**src/rtl/duty_period_meter.sv**
```systemverilog
// duty_period_meter: per-channel high/low/period meter for async tach/PWM inputs.
// Partial phases after reset or enable are discarded; phase counters saturate.
module duty_period_meter #(
    parameter int CH_NUM      = 4,
    parameter int CNT_W       = 32,
    parameter int SYNC_STAGES = 2
) (
    input  logic                        CLK_I,
    input  logic                        RST_I,
    input  logic                        EN_I,
    input  logic [CH_NUM-1:0]           TAC_I,
    output logic [CH_NUM*CNT_W-1:0]     HIGH_CLK_NUM_O,
    output logic [CH_NUM*CNT_W-1:0]     LOW_CLK_NUM_O,
    output logic [CH_NUM*(CNT_W+1)-1:0] PERIOD_CLK_NUM_O,
    output logic [CH_NUM-1:0]           VALID_O,
    output logic [CH_NUM-1:0]           STUCK_O
);
    localparam logic [1:0] ST_PRIME = 2'd0;
    localparam logic [1:0] ST_ARM   = 2'd1;
    localparam logic [1:0] ST_HIGH  = 2'd2;
    localparam logic [1:0] ST_LOW   = 2'd3;

    localparam int              PW         = $clog2(SYNC_STAGES + 1);
    localparam logic [PW-1:0]   PRIME_LAST = PW'(SYNC_STAGES);
    localparam logic [CNT_W-1:0] CNT_MAX   = {CNT_W{1'b1}};
    localparam logic [CNT_W-1:0] CNT_ONE   = CNT_W'(1);

    logic [SYNC_STAGES-1:0][CH_NUM-1:0] sync_q;
    logic [CH_NUM-1:0] s;
    logic [CH_NUM-1:0] s_d;
    logic [CH_NUM-1:0] rise;
    logic [CH_NUM-1:0] fall;
    logic [PW-1:0]     prime_cnt;

    always_ff @(posedge CLK_I or posedge RST_I) begin
        if (RST_I) begin
            sync_q <= '0;
            s_d    <= '0;
        end else begin
            sync_q <= {sync_q[SYNC_STAGES-2:0], TAC_I};
            s_d    <= s;
        end
    end

    assign s    = sync_q[SYNC_STAGES-1];
    assign rise = s & ~s_d;
    assign fall = ~s & s_d;

    // Shared flush timer: channels leave PRIME once the synchroniser holds real samples.
    always_ff @(posedge CLK_I or posedge RST_I) begin
        if (RST_I) begin
            prime_cnt <= '0;
        end else if (prime_cnt != PRIME_LAST) begin
            prime_cnt <= prime_cnt + PW'(1);
        end
    end

    for (genvar n = 0; n < CH_NUM; n++) begin : g_ch
        logic [1:0]       state;
        logic [CNT_W-1:0] cnt;
        logic [CNT_W-1:0] cnt_inc;
        logic [CNT_W-1:0] high_r;
        logic [CNT_W-1:0] low_r;
        logic [CNT_W:0]   per_r;
        logic             hv;
        logic             valid_r;
        logic             stuck_r;

        assign cnt_inc = (cnt == CNT_MAX) ? cnt : cnt + CNT_ONE;

        always_ff @(posedge CLK_I or posedge RST_I) begin
            if (RST_I) begin
                state   <= ST_PRIME;
                cnt     <= '0;
                high_r  <= '0;
                low_r   <= '0;
                per_r   <= '0;
                hv      <= 1'b0;
                valid_r <= 1'b0;
                stuck_r <= 1'b0;
            end else if (!EN_I) begin
                state   <= ST_ARM;
                cnt     <= '0;
                hv      <= 1'b0;
                valid_r <= 1'b0;
                stuck_r <= 1'b0;
            end else begin
                valid_r <= 1'b0;
                stuck_r <= 1'b0;
                case (state)
                    ST_PRIME: begin
                        if (prime_cnt == PRIME_LAST) state <= ST_ARM;
                    end
                    ST_ARM: begin
                        hv <= 1'b0;
                        if (rise[n]) begin
                            state <= ST_HIGH;
                            cnt   <= CNT_ONE;
                        end else if (fall[n]) begin
                            state <= ST_LOW;
                            cnt   <= CNT_ONE;
                        end
                    end
                    ST_HIGH: begin
                        if (fall[n]) begin
                            high_r <= cnt;
                            hv     <= 1'b1;
                            cnt    <= CNT_ONE;
                            state  <= ST_LOW;
                        end else begin
                            cnt     <= cnt_inc;
                            stuck_r <= (cnt_inc == CNT_MAX);
                        end
                    end
                    ST_LOW: begin
                        if (rise[n]) begin
                            low_r <= cnt;
                            cnt   <= CNT_ONE;
                            state <= ST_HIGH;
                            // Period only when this low closes a high seen in the same run.
                            if (hv) begin
                                per_r   <= {1'b0, high_r} + {1'b0, cnt};
                                valid_r <= 1'b1;
                            end
                        end else begin
                            cnt     <= cnt_inc;
                            stuck_r <= (cnt_inc == CNT_MAX);
                        end
                    end
                endcase
            end
        end

        assign HIGH_CLK_NUM_O[n*CNT_W +: CNT_W]         = high_r;
        assign LOW_CLK_NUM_O[n*CNT_W +: CNT_W]          = low_r;
        assign PERIOD_CLK_NUM_O[n*(CNT_W+1) +: CNT_W+1] = per_r;
        assign VALID_O[n]                               = valid_r;
        assign STUCK_O[n]                               = stuck_r;
    end

endmodule
```
**config.mk**
```make
export PLATFORM = sky130hd
export DESIGN_NAME = duty_period_meter
export DESIGN_NICKNAME = d
export VERILOG_FILES = /design/src/rtl/duty_period_meter.sv
export SDC_FILE = /design/constraint.sdc
export NUM_CORES = 2
export LEC_CHECK = 0
export ABC_AREA = 1
export CORE_ASPECT_RATIO = 1.1
export CORE_MARGIN = 2
export CORE_UTILIZATION = 51
export DETAILED_ROUTE_END_ITERATION = 10
export PLACE_DENSITY = 0.76
export SETUP_SLACK_MARGIN = 0.05
export SYNTH_ARGS = -nofsm -noshare
export SYNTH_HDL_FRONTEND = slang
export SYNTH_SLANG_ARGS = --single-unit
```
**constraint.sdc**
```tcl
create_clock -name CLK_I -period 19.3 [get_ports CLK_I]
set_input_delay 2.895 -clock CLK_I [delete_from_list [all_inputs] [get_ports CLK_I]]
set_output_delay 2.895 -clock CLK_I [all_outputs]
set_load 0.05 [all_outputs]
```
==> results.toml <==
[cts]
post_cts_buffers = 0
htreeDepth = 2
clkTransAtPathRegs_ps = 60
cts_root_buf = "clkbuf_16"
clock_path_buffers = 3
cts_buffers = 59
clkSinkCount = 550
ctsHoldBuffers = 0
cts_tree = "built"
cts_resized = 0
clk_latency_ps = 640

[timing]
finalHoldViolations = 0
report.final.slew_viol_count = 0
clock_skew_ps = 22.41
relSlewSlack_pct = 21.33
tightest_slew_ps = 1179
setup_viol = 0
rsz0062_at_grt = "false"
fin_ws_ps = 13480
fin_tns_setup_ps = 0
finalCritPeriodShare_pct = 30.17
min_period_ps = 5822
clock.fmax_mhz = 171.8

[final_layout]
drive_gt1_share_pct = 4.243
fin_area_sq_um = 38880
seq_area_sq_um = 13760
nets = 4833
n_fill_cell = 5640
multi_input_comb_area_sq_um = 16220
synthToLayoutAreaGrowth_pct = 20.84
num_antenna_cells = 0

[place]
dp_hpwl_microns = 79800
place.port_buffers = 402
placed_area_sq_um = 36840
place.gp.congestion = 0.9600
dpl_worst_slack_ps = 12790

[logic_synthesis]
yosysTopAreaCell = "dfrtp_1"
synth_edf_count = 0
async_reset_ff_share_pct = 100.0
synthFlopType = "dfrtp_1"
synth-seq-cells = 550
synth.net_count = 4480
avgSynthCellArea_sq_um = 7.451
synth.distinct_cells = 52
yosys_warnings = 0
ys_top_cells_by_area = "dfrtp_1 (43%), nand2_1 (15%), o21ai_0 (8.3%)"
synthCells = 4318
synth.top_cell.area_share_pct = 42.78
synth_area_sq_um = 32170
yosysSeqAreaShare_pct = 42.78

[pwr]
internal_power_mw = 1.961
powerDensity_nw_per_um2 = 69.18
clock_power_share_pct = 45.2
p_seq_share_pct = 44.7
swShare_pct = 27.09
power_switching_uw = 728.7
total_leakage_power_nw = 17.37
comb_power_share_pct = 10.1
ir_drop_uv = 64.15

[hold_path]
hold_class = "reg -> reg"

[worst_setup_path]
critical_path.cell_chain = "clkdlybuf4s50_1, buf_4, inv_1, nor2_1, nand2_2, nor2_2, buf_4, inv_1, o21ai_0"
crit_arrival_ps = 6280
worstPathRequired_ps = 19760
critical_path_class = "in -> reg"
slowest_delay_ps = 810
cp-start-kind = "input port"
end_kind = "flop"
critPathMaxFanout = 65
crit_slowest_cell = "inv_1"

[floorplan]
rows = 96
start_util_pct = 51.61
die_h_microns = 267.4
die_width_microns = 243.5
io_pins = 403
die_area_sq_um = 65120
core-area_sq_um = 62340

[routing]
drt_iter0_markers = 2628
routedWlPerCell_microns = 18.70
firstDrtPassIters = 6
drcViolationCount = 0
ant_nets = 0
vias_per_cell = 5.501
wl_microns = 103800
num_vias = 30520

[status]
status = "complete, no violations"

[global_routing]
grt_max_degree = 171
grt_pass1_wl_microns = 163100
antenna_found_initial = 1
grtUsageTotal_pct = 31.63
grt-ovfl-total = 0
grt_pass1_vias = 29150

[run]
cap_viol_max_count = 0
[cell families after synthesis]
| family | share of synthesized area, % |
|---|---|
| DFF | 42.78 |
| adders and majority gates | 6.121 |
| buffers and inverters | 6.906 |
| AOI/OAI and AO/OA | 14.66 |
| and+or+nand+nor | 26.22 |
| xor gates and xnor gates | 3.321 |
[power by group through the flow]
stage / logic [mW] / registers, mW / clock network, mW
3_5_place_dp: 0.271 / 1.22 / 0
5_1_grt: 0.299 / 1.21 / 1.28
6_report: 0.270 / 1.20 / 1.22
3_3_place_gp: 0.268 / 1.22 / 0
2_1_floorplan: 0.155 / 1.25 / 0
4_1_cts: 0.272 / 1.20 / 1.24
[synth_stat cells, types with 14 or more instances]
cell type  count
o21bai_1      14
o21ai_0      533
or2_2         29
nand3b_1      18
ha_1         151
inv_1        435
o22ai_1       25
a31oi_1       48
nor3_1        57
xor2_1        94
clkbuf_1      93
nand2_1     1283
dfrtp_1      550
nor2_1       403
nand3_1      167
buf_2         15
nand4_1       43
xnor2_1       28
a21oi_1      181
[cells in the final DEF, fill, tap and decap left out, drive strengths merged, types with 5 or more instances in the layout]
| master | n |
|---|---|
| a211oi | 5 |
| a21boi | 6 |
| a21o | 11 |
| a21oi | 182 |
| a221oi | 5 |
| a31o | 7 |
| a31oi | 48 |
| buf | 15 |
| bufinv | 10 |
| clkbuf | 73 |
| clkdlybuf4s50 | 402 |
| clkinv | 19 |
| dfrtp | 550 |
| ha | 151 |
| inv | 441 |
| nand2 | 1295 |
| nand3 | 171 |
| nand3b | 18 |
| nand4 | 43 |
| nor2 | 418 |
| nor3 | 63 |
| nor4 | 7 |
| o211ai | 7 |
| o21a | 10 |
| o21ai | 540 |
| o21bai | 14 |
| o22ai | 25 |
| o31ai | 6 |
| or2 | 31 |
| xnor2 | 28 |
| xor2 | 94 |
[routing by layer]
layer	up-vias	track usage [%]	wire length (microns)
li1	14830	-	-
met1	14410	43.03	44840
met2	1058	52.30	48630
met3	213	3.978	6376
met4	2	10.86	3892
met5	-	0	13
[registers in the layout, summed over array words and instances, names as in the netlist]
register	flops
g_ch.per_r	132
g_ch.cnt	128
g_ch.high_r	128
g_ch.low_r	128
g_ch.state	8
g_ch.hv	4
g_ch.stuck_r	4
g_ch.valid_r	4
s	4
s_d	4
sync_q	4
prime_cnt	2
[cell type report]
type | count | area share, %
clock buffer | 73 | 4.090
multi-input combinational | 3201 | 41.71
timing repair buffer | 417 | 10.67
sequential | 550 | 35.40
inverter | 442 | 4.287
tap | 833 | 2.681
clock inverter | 31 | 1.159
[metrics by stage]
stage	std cells	hold slack (ps)	utilization, %	power [mW]
global placement	5443	333.7	59.09	1.491
CTS	5547	348.6	62.37	2.710
global route	5547	354.0	62.37	2.785
floorplan	4318	331.2	-	1.403
detailed placement	5443	334.7	59.09	1.494
finish	5547	348.1	62.37	2.690
[critical path, delay by kind of cell]
family / cells / cell delay, ps
buf+inv: 5 / 2120
simple gates: 3 / 990
compound gates: 1 / 230
[path summary, 6_finish.rpt]
check	startpoint	endpoint	slack [ps]	cells after the start
max	EN_I	g_ch[3].per_r[12]$_DFFE_PP0P_	13480	9
min	sync_q[1]$_DFF_PP0_	s[1]$_DFF_PP0_	350	0
max reg2reg	g_ch[0].state[1]$_DFFE_PP0P_	g_ch[0].cnt[5]$_DFFE_PP0P_	15820	9
min reg2reg	sync_q[1]$_DFF_PP0_	s[1]$_DFF_PP0_	350	0
max in group asynchronous	RST_I	g_ch[3].high_r[5]$_DFFE_PP0P_	14210	4
min in group asynchronous	RST_I	g_ch[1].low_r[1]$_DFFE_PP0P_	2720	2
Note: power is estimated with default switching activity, not from simulation.
